File: config.mk
export PLATFORM = sky130hd
export DESIGN_NAME = ring_barrier_multi
export DESIGN_NICKNAME = d
export VERILOG_FILES = /design/src/rtl/ring_barrier_multi_pkg.sv /design/src/rtl/ring_barrier_multi_channel.sv /design/src/rtl/ring_barrier_multi.sv
export SDC_FILE = /design/constraint.sdc
export NUM_CORES = 1
export LEC_CHECK = 0
export CAP_MARGIN = 20
export CORE_UTILIZATION = 50
export CTS_CLUSTER_SIZE = 24
export DETAILED_ROUTE_END_ITERATION = 8
export PLACE_DENSITY = 0.87
export SYNTH_ARGS = -nofsm -noshare
export SYNTH_HDL_FRONTEND = slang
export SYNTH_SLANG_ARGS = --single-unit
File: constraint.sdc
create_clock -name clock -period 10.71 [get_ports clock]
set_input_delay 2.142 -clock clock [delete_from_list [all_inputs] [get_ports clock]]
set_output_delay 2.142 -clock clock [all_outputs]
set_load 0.05 [all_outputs]
File: src/rtl/ring_barrier_multi_pkg.sv
// ring_barrier_multi_pkg: slot code, op encodings and FSM states shared by the barrier unit
package ring_barrier_multi_pkg;
  localparam logic [3:0] SLOT_BARRIER = 4'hA;
  typedef enum logic [1:0] {
    OP_ARRIVE_WAIT = 2'b00,
    OP_ARRIVE_ONLY = 2'b01,
    OP_WAIT_ONLY   = 2'b10,
    OP_RSVD        = 2'b11
  } bar_op_e;
  typedef enum logic [1:0] {
    S_IDLE,
    S_WAIT_TOKEN,
    S_WAIT_GEN,
    S_DONE
  } bar_state_e;
endpackage

File: src/rtl/ring_barrier_multi_channel.sv
// ring_barrier_multi_channel: one barrier channel, arrival counter plus wrapping generation
module ring_barrier_multi_channel #(
  parameter int CNT_W = 5,
  parameter int GEN_W = 2
) (
  input  logic             clock,
  input  logic             reset,
  input  logic             i_hit,
  input  logic [CNT_W-1:0] i_thr,
  output logic [GEN_W-1:0] o_gen_next
);
  logic [CNT_W-1:0] r_cnt;
  logic [GEN_W-1:0] r_gen;
  logic [CNT_W:0]   w_need;
  logic [CNT_W:0]   w_inc;
  logic             w_complete;
  always_comb begin
    w_need     = (i_thr == '0) ? {{CNT_W{1'b0}}, 1'b1} : {1'b0, i_thr};
    w_inc      = {1'b0, r_cnt} + 1'b1;
    w_complete = i_hit && (w_inc >= w_need);
    o_gen_next = w_complete ? r_gen + 1'b1 : r_gen;
  end
  always_ff @(posedge clock) begin
    if (reset) begin
      r_cnt <= '0;
      r_gen <= '0;
    end else if (i_hit) begin
      r_cnt <= w_complete ? '0 : w_inc[CNT_W-1:0];
      r_gen <= o_gen_next;
    end
  end
endmodule

File: src/rtl/ring_barrier_multi.sv
// ring_barrier_multi: multi-channel split-phase ring barrier, FSM and ring drive over NBAR channels
module ring_barrier_multi
  import ring_barrier_multi_pkg::*;
#(
  parameter int NBAR  = 4,
  parameter int CNT_W = 5,
  parameter int GEN_W = 2,
  localparam int ID_W = $clog2(NBAR)
) (
  input  logic             clock,
  input  logic             reset,
  input  logic             selBarrier,
  input  logic [1:0]       barOp,
  input  logic [ID_W-1:0]  barId,
  input  logic [CNT_W-1:0] barThresh,
  input  logic [3:0]       whichCore,
  output logic             done,
  output logic             error,
  input  logic [31:0]      RingIn,
  input  logic [3:0]       SlotTypeIn,
  input  logic [3:0]       SourceIn,
  output logic [31:0]      barrierRingOut,
  output logic [3:0]       barrierSlotTypeOut,
  output logic [3:0]       barrierSourceOut,
  output logic             barrierDriveRing,
  output logic             barrierWantsToken,
  input  logic             barrierAcquireToken
);
  bar_state_e       r_state;
  bar_op_e          r_op;
  logic [ID_W-1:0]  r_id;
  logic [CNT_W-1:0] r_thr;
  logic [GEN_W-1:0] r_rec_gen;
  logic             r_pend;
  logic [ID_W-1:0]  r_pend_id;
  logic [GEN_W-1:0] r_pend_gen;
  logic             r_error;
  logic [ID_W-1:0]  w_ring_id;
  logic [CNT_W-1:0] w_ring_thr;
  logic             w_slot;
  logic             w_id_ok;
  logic             w_unused;
  logic [GEN_W-1:0] w_gen_next [NBAR];
  assign w_ring_id  = RingIn[ID_W-1:0];
  assign w_ring_thr = RingIn[ID_W+CNT_W-1:ID_W];
  assign w_slot     = (SlotTypeIn == SLOT_BARRIER) && (32'(w_ring_id) < NBAR);
  assign w_id_ok    = 32'(barId) < NBAR;
  assign w_unused   = ^{RingIn[31:ID_W+CNT_W], SourceIn};
  for (genvar c = 0; c < NBAR; c++) begin : g_ch
    ring_barrier_multi_channel #(.CNT_W(CNT_W), .GEN_W(GEN_W)) u_ch (
      .clock      (clock),
      .reset      (reset),
      .i_hit      (w_slot && (w_ring_id == ID_W'(c))),
      .i_thr      (w_ring_thr),
      .o_gen_next (w_gen_next[c])
    );
  end
  // Generation compares use the post-update value so done follows the completing slot by one cycle
  always_ff @(posedge clock) begin
    if (reset) begin
      r_state    <= S_IDLE;
      r_op       <= OP_ARRIVE_WAIT;
      r_id       <= '0;
      r_thr      <= '0;
      r_rec_gen  <= '0;
      r_pend     <= 1'b0;
      r_pend_id  <= '0;
      r_pend_gen <= '0;
      r_error    <= 1'b0;
    end else begin
      r_error <= 1'b0;
      case (r_state)
        S_IDLE: if (selBarrier) begin
          r_op  <= bar_op_e'(barOp);
          r_id  <= barId;
          r_thr <= barThresh;
          if (barOp == OP_RSVD || !w_id_ok) begin
            r_state <= S_DONE;
            r_error <= 1'b1;
          end else if (barOp == OP_WAIT_ONLY) begin
            if (!r_pend || r_pend_id != barId) begin
              r_state <= S_DONE;
              r_error <= 1'b1;
            end else begin
              r_rec_gen <= r_pend_gen;
              r_state   <= S_WAIT_GEN;
            end
          end else r_state <= S_WAIT_TOKEN;
        end
        S_WAIT_TOKEN: if (barrierAcquireToken) begin
          if (r_op == OP_ARRIVE_ONLY) begin
            r_pend     <= 1'b1;
            r_pend_id  <= r_id;
            r_pend_gen <= w_gen_next[r_id];
            r_state    <= S_DONE;
          end else begin
            r_rec_gen <= w_gen_next[r_id];
            r_state   <= S_WAIT_GEN;
          end
        end
        S_WAIT_GEN: if (w_gen_next[r_id] != r_rec_gen) begin
          r_state <= S_DONE;
          if (r_op == OP_WAIT_ONLY) r_pend <= 1'b0;
        end
        default: r_state <= S_IDLE;
      endcase
    end
  end
  assign done               = r_state == S_DONE;
  assign error              = r_error;
  assign barrierWantsToken  = r_state == S_WAIT_TOKEN;
  assign barrierDriveRing   = barrierWantsToken & barrierAcquireToken;
  assign barrierRingOut     = {{(32-ID_W-CNT_W){1'b0}}, r_thr, r_id};
  assign barrierSlotTypeOut = SLOT_BARRIER;
  assign barrierSourceOut   = whichCore;
endmodule

### Word level (Yosys, flattened, before mapping)

Cells that the tools add are included.

* flip-flop bits (word level): 47
* input bits: 57
* output and inout port bits: 44
* word-level logic and storage cells: 112

* add/subtract/negate cells: 8
* order comparisons: 5
* equal/unequal tests: 22
* mux-type cells: 35
* bitwise gates (word level): 4
* reduce and logical (&&, ||, !) cells: 21

Operator list (count)
* $mux 2: 17
* $mux 5: 5
* $add 5x1->6 const B: 4
* $ge 6x5->1: 3
* $eq 2x2->1 const B: 7
* $ne 2x2->1 const B: 7
* $mux 1: 9
* $add 2x1->2 const B: 4
* $logic_and 1x1->1: 8
* $reduce_and 7->1: 1
* $eq 2x1->1 const B: 3
* $ge 6x6->1: 1
* $pmux 2 s3: 1
* $reduce_and 3->1: 2
* $logic_not 5->1: 1
* $reduce_and 5->1: 1
* $bmux 2 s2: 1
* $eq 4x4->1 const B: 1
* $logic_not 2->1: 2
* $ne 2x1->1 const B: 2
* $ne 2x2->1: 2
* $pmux 2 s2: 1
* $reduce_bool 2->1: 2
* $ge 3x3->1 const B: 1
* 8 further kinds: 9

### Depth between registers and ports, before layout

Gate-level depths: netlist of run 1.

* depth after elaboration: 11
* depth in mapped cells: 13
* gate-level depth less buffers: 13

### Cells and area by module

Synthesis of run 1 repeated with hierarchy kept, for this count alone.

* cell total of the unflattened synthesis: 362
* area total of the unflattened synthesis: 3289.4 µm²

By module, submodules not included
* ring_barrier_multi_channel: instances 4, cells an instance 52, area an instance 500.5 µm², sequential area each 140.1 µm²
* ring_barrier_multi: instances 1, cells an instance 154, area an instance 1287.5 µm², sequential area each 380.4 µm²

### Worst setup path after synthesis of run 1

Ideal clock, no wire load.

* kind: input -> register
* start point: in RingIn[4]
* end point: reg r_state[1]
* library setup time: 0.123 ns
* data arrival time: 4.863 ns
* required time: 10.587 ns
* slack: 5.723 ns
* cell stages on the path: 12
* path buffers: 0
* cell sequence: inv_1 > a41o_1 > ha_1 > nand2b_1 > a21o_1 > a211oi_1 > nor2_1 > xnor2_1 > mux4_2 > xor2_1 > a31oi_2 > mux2_1

* cells in the longest elaborated chain, start to end: 11
* elaborated cells on any way between the ends: 20
* classes of those cells: order compare (4); eq/ne (2); mux (8); reduce/logical (6)

RTL lines
* start: declaration: RTL line ring_barrier_multi.sv:19 `input logic [31:0] RingIn,`
* $logic_not 5->1: RTL line ring_barrier_multi_channel.sv:18 `w_need = (i_thr == '0) ? {{CNT_W{1'b0}}, 1'b1} : {1'b0, i_thr};`
* $mux 5 (*): RTL line ring_barrier_multi_channel.sv:18
* $ge 6x5->1 or $ge 6x6->1 (tied branches): RTL line ring_barrier_multi_channel.sv:20 `w_complete = i_hit && (w_inc >= w_need);`
* $logic_and 1x1->1: RTL line ring_barrier_multi_channel.sv:20
* $mux 2: RTL line ring_barrier_multi_channel.sv:21 `o_gen_next = w_complete ? r_gen + 1'b1 : r_gen;`
* $bmux 2 s2 (*): RTL line ring_barrier_multi.sv:101 `S_WAIT_GEN: if (w_gen_next[r_id] != r_rec_gen) begin`
* $mux 2 (not written as such) (*) (2 in a row): RTL line ring_barrier_multi.sv:101
* $ne 2x2->1 (*): RTL line ring_barrier_multi.sv:101
* $ne 2x2->1 (no source line) (*)
* $reduce_and 3->1 (no source line) (*)
* end signal: assignment: RTL line ring_barrier_multi.sv:98 `r_state <= S_WAIT_GEN;`
* end signal: assignment: RTL line ring_barrier_multi.sv:102 `r_state <= S_DONE;`
* end signal: assignment: RTL line ring_barrier_multi.sv:105 `default: r_state <= S_IDLE;`
* end: declaration: RTL line ring_barrier_multi.sv:29 `bar_state_e r_state;`

Every way passes the cells marked *; elsewhere a longest branch is shown, timed or not. The select of a mux whose other input is x is not followed.
A chain may end at the register's enable or synchronous reset.

### Worst setup path in the final report of run 1

* start point: in barrierAcquireToken
* end point: out barrierDriveRing

* cells in the longest elaborated chain, start to end: 1

RTL lines
* start: declaration: RTL line ring_barrier_multi.sv:27 `input logic barrierAcquireToken`
* $and 1x1->1: RTL line ring_barrier_multi.sv:112 `assign barrierDriveRing = barrierWantsToken & barrierAcquireToken;`
* end: declaration: RTL line ring_barrier_multi.sv:25 `output logic barrierDriveRing,`

Every way passes these cells.

==> results of run 1 <==
[metal layers]
metal  part of all wire  global-route usage  vias up
li1                   -                   -     1192
met1               0.44              0.2229     1098
met2               0.52              0.3543       37
met3              0.022             0.03103        6
met4              0.017             0.07636        0
met5                  0                   0        -
[cells by family after synthesis]
| kind of cell | after synthesis | share of synthesized area |
|---|---|---|
| buf+inv | 50 | 0.1052 |
| flops | 47 | 0.3176 |
| simple gates | 133 | 0.2133 |
| compound gates | 51 | 0.1128 |
| xor+xnor | 32 | 0.09459 |
| other cells | 2 | 0.002535 |
| mux | 8 | 0.03589 |
| fa+ha+maj | 28 | 0.1182 |
[registers in the layout (all words and copies together) (netlist names)]
name	flops
r_pend_gen	2
error	1
r_rec_gen	2
r_pend_id	2
r_state	2
g_ch.u_ch.r_cnt	20
r_pend	1
r_thr	5
g_ch.u_ch.r_gen	8
r_id	2
r_op	2
[cells in the mapped netlist, types with 6 or more instances]
cell / n / area share
sky130_fd_sc_hd__nand2b_1: 8 / 0.017
sky130_fd_sc_hd__nand3_1: 15 / 0.025
sky130_fd_sc_hd__dfxtp_1: 47 / 0.32
sky130_fd_sc_hd__nor2_1: 42 / 0.053
sky130_fd_sc_hd__a21oi_1: 22 / 0.037
sky130_fd_sc_hd__ha_1: 28 / 0.12
sky130_fd_sc_hd__buf_4: 33 / 0.084
sky130_fd_sc_hd__xnor2_1: 15 / 0.044
sky130_fd_sc_hd__clkbuf_1: 6 / 0.0076
sky130_fd_sc_hd__xor2_1: 17 / 0.050
sky130_fd_sc_hd__nand2_1: 41 / 0.052
sky130_fd_sc_hd__inv_1: 10 / 0.013
[worst paths after layout]
| kind | startpoint | to | slack, ps |
|---|---|---|---|
| worst max-delay path | barrierAcquireToken | barrierDriveRing | 4960 |
| worst min-delay path | r_thr[3]$_SDFFE_PP0P_ | r_thr[3]$_SDFFE_PP0P_ | 460 |
| worst max register to register | g_ch[3].u_ch.r_cnt[0]$_SDFFE_PP0P_ | r_state[1]$_SDFFE_PP0P_ | 7050 |
| worst min register to register | r_thr[3]$_SDFFE_PP0P_ | r_thr[3]$_SDFFE_PP0P_ | 460 |
[through the flow]
step / instance area (um2) / utilization
floorplan: 3064 / -
CTS: 3344 / 0.5964
global route: 3344 / 0.5964
finish: 3344 / 0.5964
detailed placement: 3228 / 0.5756
global placement: 3228 / 0.5756
[tightest hold or removal path, delay by kind of cell (launching register included)]
kind | cells | cell delay, ps
AO/OA/AOI/OAI | 1 | 50
flip-flops | 1 | 320
AND/OR/NAND/NOR | 1 | 50
[final cells by class]
cell class,instances,area (um2)
fillers,494,2263
multi-input cells,281,1812
well taps,72,90.09
clock buffers,5,68.82
clock inverters,3,47.55
repair buffers,35,347.8
flip-flops and latches,47,940.9
inverters,10,37.54
[power by group through the flow]
| stage | clock network, uW | registers [uW] | logic, uW |
|---|---|---|---|
| floorplan | 0 | 213 | 121 |
| global placement | 0 | 198 | 160 |
| detailed placement | 0 | 199 | 163 |
| CTS | 137 | 195 | 165 |
| global route | 143 | 196 | 179 |
| finish | 133 | 195 | 164 |
==> flow_summary_export.csv, run 1 <==
group,metric,value,unit
outcome,status,"finished, final reports clean",
worst_setup_path,cp.arrival,3600,ps
worst_setup_path,critical_path_class,"input port to output pin",
die,pin_count,101,
logic_synthesis,dominantRegCellSynth,"sky130_fd_sc_hd__dfxtp_1",
pwr,power_frac_seq,0.395,
timing,setup_viol,0,
pwr,totalPowerFinal,492.5,uW
cells_and_area,antenna_cells,0,
logic_synthesis,syn-instance-count,351,
worst_setup_path,crit_path_max_delay_cell_type,"sky130_fd_sc_hd__clkdlybuf4s50_1",
timing,slew_headroom,0.6446,
routing,drt.antenna.violating_nets,0,
place,post_placement_setup_slack,4865,ps
job,drv.max_cap_violation_count,0,
logic_synthesis,syn-cell-area,2963,um2
die,die-width,78.98,um
pwr,power_switching_share,0.3704,
timing,final-max-slew-violation-count,0,
pwr,power.ir.vdd_worst,0.07391,mV
logic_synthesis,synth.ff_latch_count,47,
min_path,hold_path.class,"register to register",
worst_setup_path,crit_path_start_kind,"input port",
cells_and_area,layoutNonFillerInstCount,453,
die,floorplan.initialDensity,0.5283,
cells_and_area,highest_count_cells_in_the_layout_ignoring_fill_and_taps,"sky130_fd_sc_hd__dfxtp_1, sky130_fd_sc_hd__nor2_1, sky130_fd_sc_hd__nand2_1",
clock_network,postCtsResizedCells,0,
routing,wl,5.599,mm
timing,finalSetupTns,0,ps
place,numPlacedInstances,445,
clock_network,clock_latency_reported_for_the_late_side_of_the_worst_skew_pair,300,ps
timing,worstMarginPinSlew,531.4,ps
routing,detailroute.via_count,2333,
clock_network,tritoncts,"done",
routing,wirelength_per_cell,12.36,um
timing,final_period_minus_worst_setup_slack,5745,ps
timing,fin_skew,5.634,ps
clock_network,cts-htree-levels,2,
global_routing,antenna_found_initial,0,
die,placement_row_count,27,
logic_synthesis,post_synth_edffs,0,
global_routing,grt.overflow.total,0,
global_routing,grt_pass1_vias,2244,
pwr,cellLeakagePower,0.001409,uW
clock_network,clk_transition_reported_paths,90,ps
logic_synthesis,synth_sequential_area_ratio,0.3176,
cells_and_area,final_layout_size_suffix_gt1_frac,0.04987,
place,port-buffer-count,34,
timing,finalHoldViolCount,0,
worst_setup_path,end_kind,"output pin",
logic_synthesis,yosysUniqueCellTypes,48,
logic_synthesis,fraction_of_synthesis_flops_using_an_asynchronous_set_or_reset_pin,0,
clock_network,cts_hold_buffers,0,
logic_synthesis,syn_area_per_cell,8.441,um2
worst_setup_path,cp_top_family,"buffers and inverters",
global_routing,grt_max_degree,43,
pwr,p_clk_frac,0.271,
die,die_height,78.98,um
timing,finalHoldWorstSlack,463.6,ps
cells_and_area,layout-area-overhead-vs-synth,12.88,%
worst_setup_path,crit_top_cell,"sky130_fd_sc_hd__clkdlybuf4s50_1",
pwr,intPower,310.1,uW
place,gp_routability_congestion,0.8650,
cells_and_area,num-nets-final,465,
worst_setup_path,timing.reg2reg.worst_path_depth,13,
timing,final_min_period_over_clock_period,0.5365,
worst_setup_path,crit_path_max_incr_delay,840,ps
routing,vias_per_cell,5.150,
timing,timing.final.ws_setup,4965,ps
pwr,powerDensity,147.3,nW/um2
worst_setup_path,critical_path_buf_inv_count,2,
min_path,hold_path_depth,2,
worst_setup_path,cp_num_cells,3,
routing,drtIter0Drc,85,
clock_network,cts_max_path_buffers,2,
logic_synthesis,yosys_warnings,0,
pwr,netSwitchingPower,182.4,uW
pwr,combinationalPowerShare,0.334,
timing,achievable-frequency,174.1,MHz
clock_network,cts_root_buf,"sky130_fd_sc_hd__clkbuf_8",
die,die_area,6238,um2
place,dp_hpwl,4.327,mm
global_routing,global_route_wire_length_before_repair,9.584,mm
timing,rsz0062_at_grt,"no",
cells_and_area,layout.cells.most_common,"sky130_fd_sc_hd__dfxtp_1",
global_routing,grt_use_total,0.1936,
die,core-area,5608,um2
clock_network,cts-buffers-inserted,5,
worst_setup_path,crit_chain,"clkdlybuf4s50_1 > and2_1 > clkdlybuf4s50_1",
routing,firstDrtPassIters,4,
clock_network,clkSinkCount,47,
routing,number_of_design_rule_violations_left_after_detail_routing,0,
worst_setup_path,crit_path_max_fanout,2,
clock_network,post-cts-setup-buffers,0,
worst_setup_path,critPathRequiredTime,8570,ps
No activity file was read; power rests on OpenSTA's default activity.
==> run 2: changes to the inputs <==
CORE_UTILIZATION = 46   (was 50)
PLACE_DENSITY = 0.81   (was 0.87)
clock period = 5.4 ns   (was 10.71 ns; I/O delays follow)
==> run 2 against run 1 <==
  * Critical path depth rose by 10
  * First-iteration DRC count rose by 22%
  * Clock skew fell by 0.72 ps
  * Worst hold slack got worse by 1.8 ps
  * Wire length rose by 0.50%
  * Combinational power rose by 99%
==> flow_summary_export.csv, run 2 (synthesized netlist as in run 1, its figures left out) <==
group,metric,value,unit
outcome,status,"finished, final reports clean",
clock_network,cts_root_buf,"sky130_fd_sc_hd__clkbuf_8",
timing,final_min_period_over_clock_period,0.8296,
clock_network,clock_latency_reported_for_the_late_side_of_the_worst_skew_pair,300,ps
global_routing,grt_pass1_vias,2185,
timing,achievable-frequency,223.2,MHz
clock_network,cts-htree-levels,2,
die,die_height,82.26,um
routing,drt.antenna.violating_nets,0,
clock_network,clk_transition_reported_paths,90,ps
die,die_area,6766,um2
timing,slew_headroom,0.5878,
clock_network,tritoncts,"done",
cells_and_area,number_of_flip_flops_under_the_largest_register_name,20,
global_routing,global_route_wire_length_before_repair,9.342,mm
worst_setup_path,setup.reg_to_reg.worst_slack,1730,ps
routing,wirelength_per_cell,12.31,um
timing,setup_viol,0,
worst_setup_path,critical_path_class,"input port to register",
die,die-width,82.26,um
clock_network,cts_max_path_buffers,2,
min_path,hold_path.class,"register to register",
clock_network,cts-buffers-inserted,5,
worst_setup_path,end_kind,"register",
worst_setup_path,critPathRequiredTime,5600,ps
timing,final-max-slew-violation-count,0,
global_routing,grt_use_total,0.1778,
die,floorplan.initialDensity,0.4889,
routing,drtIter0Drc,104,
place,dp_hpwl,4.314,mm
routing,wl,5.627,mm
worst_setup_path,crit_path_max_fanout,5,
clock_network,postCtsResizedCells,0,
routing,detailroute.via_count,2348,
cells_and_area,num-nets-final,466,
job,drv.max_cap_violation_count,0,
pwr,powerDensity,277.8,nW/um2
pwr,cellLeakagePower,0.001396,uW
cells_and_area,final_layout_size_suffix_gt1_frac,0.04974,
cells_and_area,register_bank_with_the_most_flops,"g_ch.u_ch.r_cnt",
global_routing,grt.overflow.total,0,
clock_network,clkSinkCount,47,
place,numPlacedInstances,449,
die,core-area,6061,um2
routing,vias_per_cell,5.138,
cells_and_area,reg.largest.list,"g_ch.u_ch.r_cnt x20, g_ch.u_ch.r_gen x8, r_thr x5",
place,gp_routability_congestion,0.8495,
timing,worstMarginPinSlew,616.3,ps
cells_and_area,layoutNonFillerInstCount,457,
timing,finalHoldViolCount,0,
cells_and_area,layout-area-overhead-vs-synth,12.20,%
timing,final_period_minus_worst_setup_slack,4480,ps
timing,rsz0062_at_grt,"no",
global_routing,grt_max_degree,19,
pwr,power.ir.vdd_worst,0.1495,mV
cells_and_area,layout.cells.most_common,"sky130_fd_sc_hd__dfxtp_1",
die,pin_count,101,
global_routing,antenna_found_initial,0,
worst_setup_path,crit_path_start_kind,"input port",
cells_and_area,highest_count_cells_in_the_layout_ignoring_fill_and_taps,"sky130_fd_sc_hd__dfxtp_1, sky130_fd_sc_hd__nor2_1, sky130_fd_sc_hd__nand2_1",
place,port-buffer-count,34,
cells_and_area,antenna_cells,0,
die,placement_row_count,28,
timing,fin_skew,4.914,ps
worst_setup_path,cp.arrival,4680,ps
routing,firstDrtPassIters,4,
routing,number_of_design_rule_violations_left_after_detail_routing,0,
clock_network,post-cts-setup-buffers,0,
timing,finalSetupTns,0,ps
clock_network,cts_hold_buffers,0,
==> run 2: cell types whose count changed in the layout (fill, tap and decap cells not counted) <==
cell                         change
sky130_fd_sc_hd__buf_4           +1
sky130_fd_sc_hd__inv_6           -1
sky130_fd_sc_hd__clkinvlp_4      +1
sky130_fd_sc_hd__clkinv_2        +1
sky130_fd_sc_hd__clkinv_4        -1
sky130_fd_sc_hd__bufinv_16       -1
sky130_fd_sc_hd__clkbuf_1        +1
==> run 2: cell type report <==
class / count / area (um2)
inverters: 10 / 37.54
multi-input cells: 281 / 1812
repair buffers: 36 / 355.3
fillers: 544 / 2736
well taps: 75 / 93.84
clock inverters: 2 / 12.51
flip-flops and latches: 47 / 940.9
clock buffers: 6 / 72.57
==> run 2: report_power, final <==
part | internal (uW) | switching [uW] | leakage [uW]
clock | 90.6 | 120 | 0.0000412
combinational | 107 | 219 | 0.000974
sequential | 369 | 17.6 | 0.000380
==> run 2: final timing paths <==
check,startpoint,to,depth (start not counted)
max,RingIn[5],r_state[1]$_SDFFE_PP0P_,13
max reg2reg,g_ch[3].u_ch.r_cnt[0]$_SDFFE_PP0P_,r_state[1]$_SDFFE_PP0P_,13
min,r_thr[4]$_SDFFE_PP0P_,r_thr[4]$_SDFFE_PP0P_,2
min reg2reg,r_thr[4]$_SDFFE_PP0P_,r_thr[4]$_SDFFE_PP0P_,2
==> run 2: stage by stage <==
stage	setup slack [ps]	hold slack [ps]	total power, uW	instance area (um2)	util
after floorplan	1475	436.9	661.6	3064	-
after CTS	940.7	466.6	929.2	3324	0.5485
after global placement	662.2	441.8	711.9	3239	0.5345
after global routing	677.7	485.5	979.1	3324	0.5485
final	920.2	461.8	923.4	3324	0.5485
after detailed placement	629.2	454.5	719.8	3239	0.5345
==> run 2: critical path, stage by stage <==
cell and delay [ps]:
sky130_fd_sc_hd__clkdlybuf4s50_1 450, sky130_fd_sc_hd__inv_1 120, sky130_fd_sc_hd__a41o_1 330, sky130_fd_sc_hd__ha_1 300
sky130_fd_sc_hd__nand2b_1 140, sky130_fd_sc_hd__a21o_1 180, sky130_fd_sc_hd__a211oi_1 410, sky130_fd_sc_hd__nor2_1 120
sky130_fd_sc_hd__xnor2_1 200, sky130_fd_sc_hd__mux4_2 540, sky130_fd_sc_hd__xor2_1 200, sky130_fd_sc_hd__a31oi_2 270
sky130_fd_sc_hd__mux2_1 340
==> run 2: routing by layer <==
metal | routed length (um) | global-route usage
met4 | 100 | 0.09298
met5 | 0 | 0
met2 | 2796 | 0.3099
met3 | 138 | 0.01648
met1 | 2592 | 0.2161
==> run 3: changes to the inputs <==
CORE_UTILIZATION = 42   (was 46)
PLACE_DENSITY = 0.78   (was 0.81)
clock period = 4 ns   (was 5.4 ns; I/O delays follow)
==> run 3 against run 2 <==
  * Final cell count increased by 7.2%
  * Clock power increased by 47%
  * Worst hold slack got worse by 2.3 ps
  * Critical path depth increased by 1
  * First-iteration DRC count decreased by 25%
  * Wire length increased by 4.0%
==> flow_summary_export.csv, run 3 (synthesized netlist as in run 1, its figures left out) <==
group,metric,value,unit
routing,detailroute.via_count,2386,
timing,achievable-frequency,256.4,MHz
timing,worstMarginPinSlew,835.0,ps
cells_and_area,number_of_flip_flops_under_the_largest_register_name,20,
cells_and_area,layoutNonFillerInstCount,490,
min_path,hold_path.class,"register to register",
cells_and_area,layout.cells.most_common,"sky130_fd_sc_hd__dfxtp_1",
timing,fin_skew,8.339,ps
routing,firstDrtPassIters,4,
global_routing,grt.overflow.total,0,
timing,final_period_minus_worst_setup_slack,3900,ps
clock_network,cts-htree-levels,2,
global_routing,gr-usage-met2,0.3038,
timing,slew_headroom,0.4416,
global_routing,grt_pass1_vias,2263,
global_routing,grt_met3_usage,0.02791,
die,placement_row_count,30,
worst_setup_path,cp.arrival,4100,ps
timing,finalSetupTns,0,ps
worst_setup_path,critical_path_class,"input port to register",
die,pin_count,101,
cells_and_area,highest_count_cells_in_the_layout_ignoring_fill_and_taps,"sky130_fd_sc_hd__dfxtp_1, sky130_fd_sc_hd__nor2_1, sky130_fd_sc_hd__nand2_1",
worst_setup_path,end_kind,"register",
place,dp_hpwl,4.485,mm
job,drv.max_cap_violation_count,0,
timing,finalHoldViolCount,0,
routing,vias_per_cell,4.869,
routing,wl,5.852,mm
die,core-area,6794,um2
die,die-width,85.99,um
global_routing,antenna_found_initial,0,
global_routing,grt_most_used_layer,"met2",
outcome,status,"finished, final reports clean",
cells_and_area,num-nets-final,478,
global_routing,grt_use_total,0.1623,
die,die_height,85.99,um
cells_and_area,layout-area-overhead-vs-synth,17.15,%
worst_setup_path,crit_path_max_fanout,3,
die,die_area,7394,um2
clock_network,tritoncts,"done",
clock_network,cts_root_buf,"sky130_fd_sc_hd__clkbuf_8",
pwr,cellLeakagePower,0.001460,uW
global_routing,global_route.usage.met1,0.1806,
clock_network,clock_latency_reported_for_the_late_side_of_the_worst_skew_pair,300,ps
timing,finalHoldWorstSlack,459.5,ps
routing,number_of_design_rule_violations_left_after_detail_routing,0,
worst_setup_path,critPathRequiredTime,4200,ps
cells_and_area,register_bank_with_the_most_flops,"g_ch.u_ch.r_cnt",
timing,final-max-slew-violation-count,0,
routing,drt.antenna.violating_nets,0,
pwr,power.ir.vdd_worst,0.1303,mV
worst_setup_path,crit_path_start_kind,"input port",
clock_network,cts_hold_buffers,0,
pwr,totalPowerFinal,1291,uW
cells_and_area,final_layout_size_suffix_gt1_frac,0.08629,
timing,final_min_period_over_clock_period,0.9750,
clock_network,cts_max_path_buffers,2,
clock_network,clkSinkCount,47,
place,numPlacedInstances,481,
cells_and_area,nFillCells,608,
routing,wirelength_per_cell,11.94,um
cells_and_area,antenna_cells,0,
clock_network,clk_transition_reported_paths,90,ps
pwr,powerDensity,372.0,nW/um2
clock_network,cts-buffers-inserted,5,
cells_and_area,reg.largest.list,"g_ch.u_ch.r_cnt x20, g_ch.u_ch.r_gen x8, r_thr x5",
routing,drtIter0Drc,78,
global_routing,global_route_wire_length_before_repair,9.722,mm
place,port-buffer-count,34,
place,gp_routability_congestion,0.8189,
global_routing,grt_max_degree,25,
die,floorplan.initialDensity,0.4361,
timing,setup_viol,0,
[run 3: area by class of cell]
class,instances,area [um2],share of cell area
sequential,47,940.9,0.2711
tap,96,120.1,0.03461
timing repair buffer,48,445.4,0.1283
clock buffer,6,82.58,0.02379
clock inverter,2,16.27,0.004686
multi-input combinational,281,1828,0.5267
inverter,10,37.54,0.01081
[run 3: routing by layer]
layer,share of wire,vias up
met5,0,-
met4,0.019,0
met3,0.025,9
met2,0.51,41
met1,0.45,1128
li1,-,1208
[run 3: per-stage QoR]
step,utilization,worst slack [ps],cell area [um2]
2_1_floorplan,-,355.2,3064
3_3_place_gp,0.4928,-189.1,3348
3_5_place_dp,0.4928,-227.1,3348
4_1_cts,0.5074,96.81,3447
5_1_grt,0.5109,-9.699,3471
6_report,0.5109,99.80,3471
[run 3: repair_timing]
item	in CTS	in global routing
resized for setup	0	3
endpoints found under the setup margin	0	1
hold endpoints to repair	0	0
setup buffers	0	1
[run 3: path summary, 6_finish.rpt]
kind | startpoint | end | slack, ps | cells past startpoint
worst max-delay path | RingIn[4] | r_state[1]$_SDFFE_PP0P_ | 100 | 14
worst min-delay path | r_thr[3]$_SDFFE_PP0P_ | r_thr[3]$_SDFFE_PP0P_ | 460 | 2
worst max register to register | g_ch[3].u_ch.r_cnt[0]$_SDFFE_PP0P_ | r_state[1]$_SDFFE_PP0P_ | 440 | 14
worst min register to register | r_thr[3]$_SDFFE_PP0P_ | r_thr[3]$_SDFFE_PP0P_ | 460 | 2
[run 3: where the power goes]
group          internal (uW)  switching [uW]
Combinational            157             300
Clock                    141             169
Sequential               498            25.9
[run 3: critical path, stage by stage]
cell and delay (ps):
sky130_fd_sc_hd__clkdlybuf4s50_1 450, sky130_fd_sc_hd__inv_1 50, sky130_fd_sc_hd__a41o_1 280, sky130_fd_sc_hd__buf_4 160
sky130_fd_sc_hd__ha_1 290, sky130_fd_sc_hd__nand2b_1 150, sky130_fd_sc_hd__a21oi_1 180, sky130_fd_sc_hd__o211ai_2 150
sky130_fd_sc_hd__and2_4 190, sky130_fd_sc_hd__xnor2_1 130, sky130_fd_sc_hd__mux4_2 510, sky130_fd_sc_hd__xor2_2 190
sky130_fd_sc_hd__a31oi_2 230, sky130_fd_sc_hd__mux2_1 350
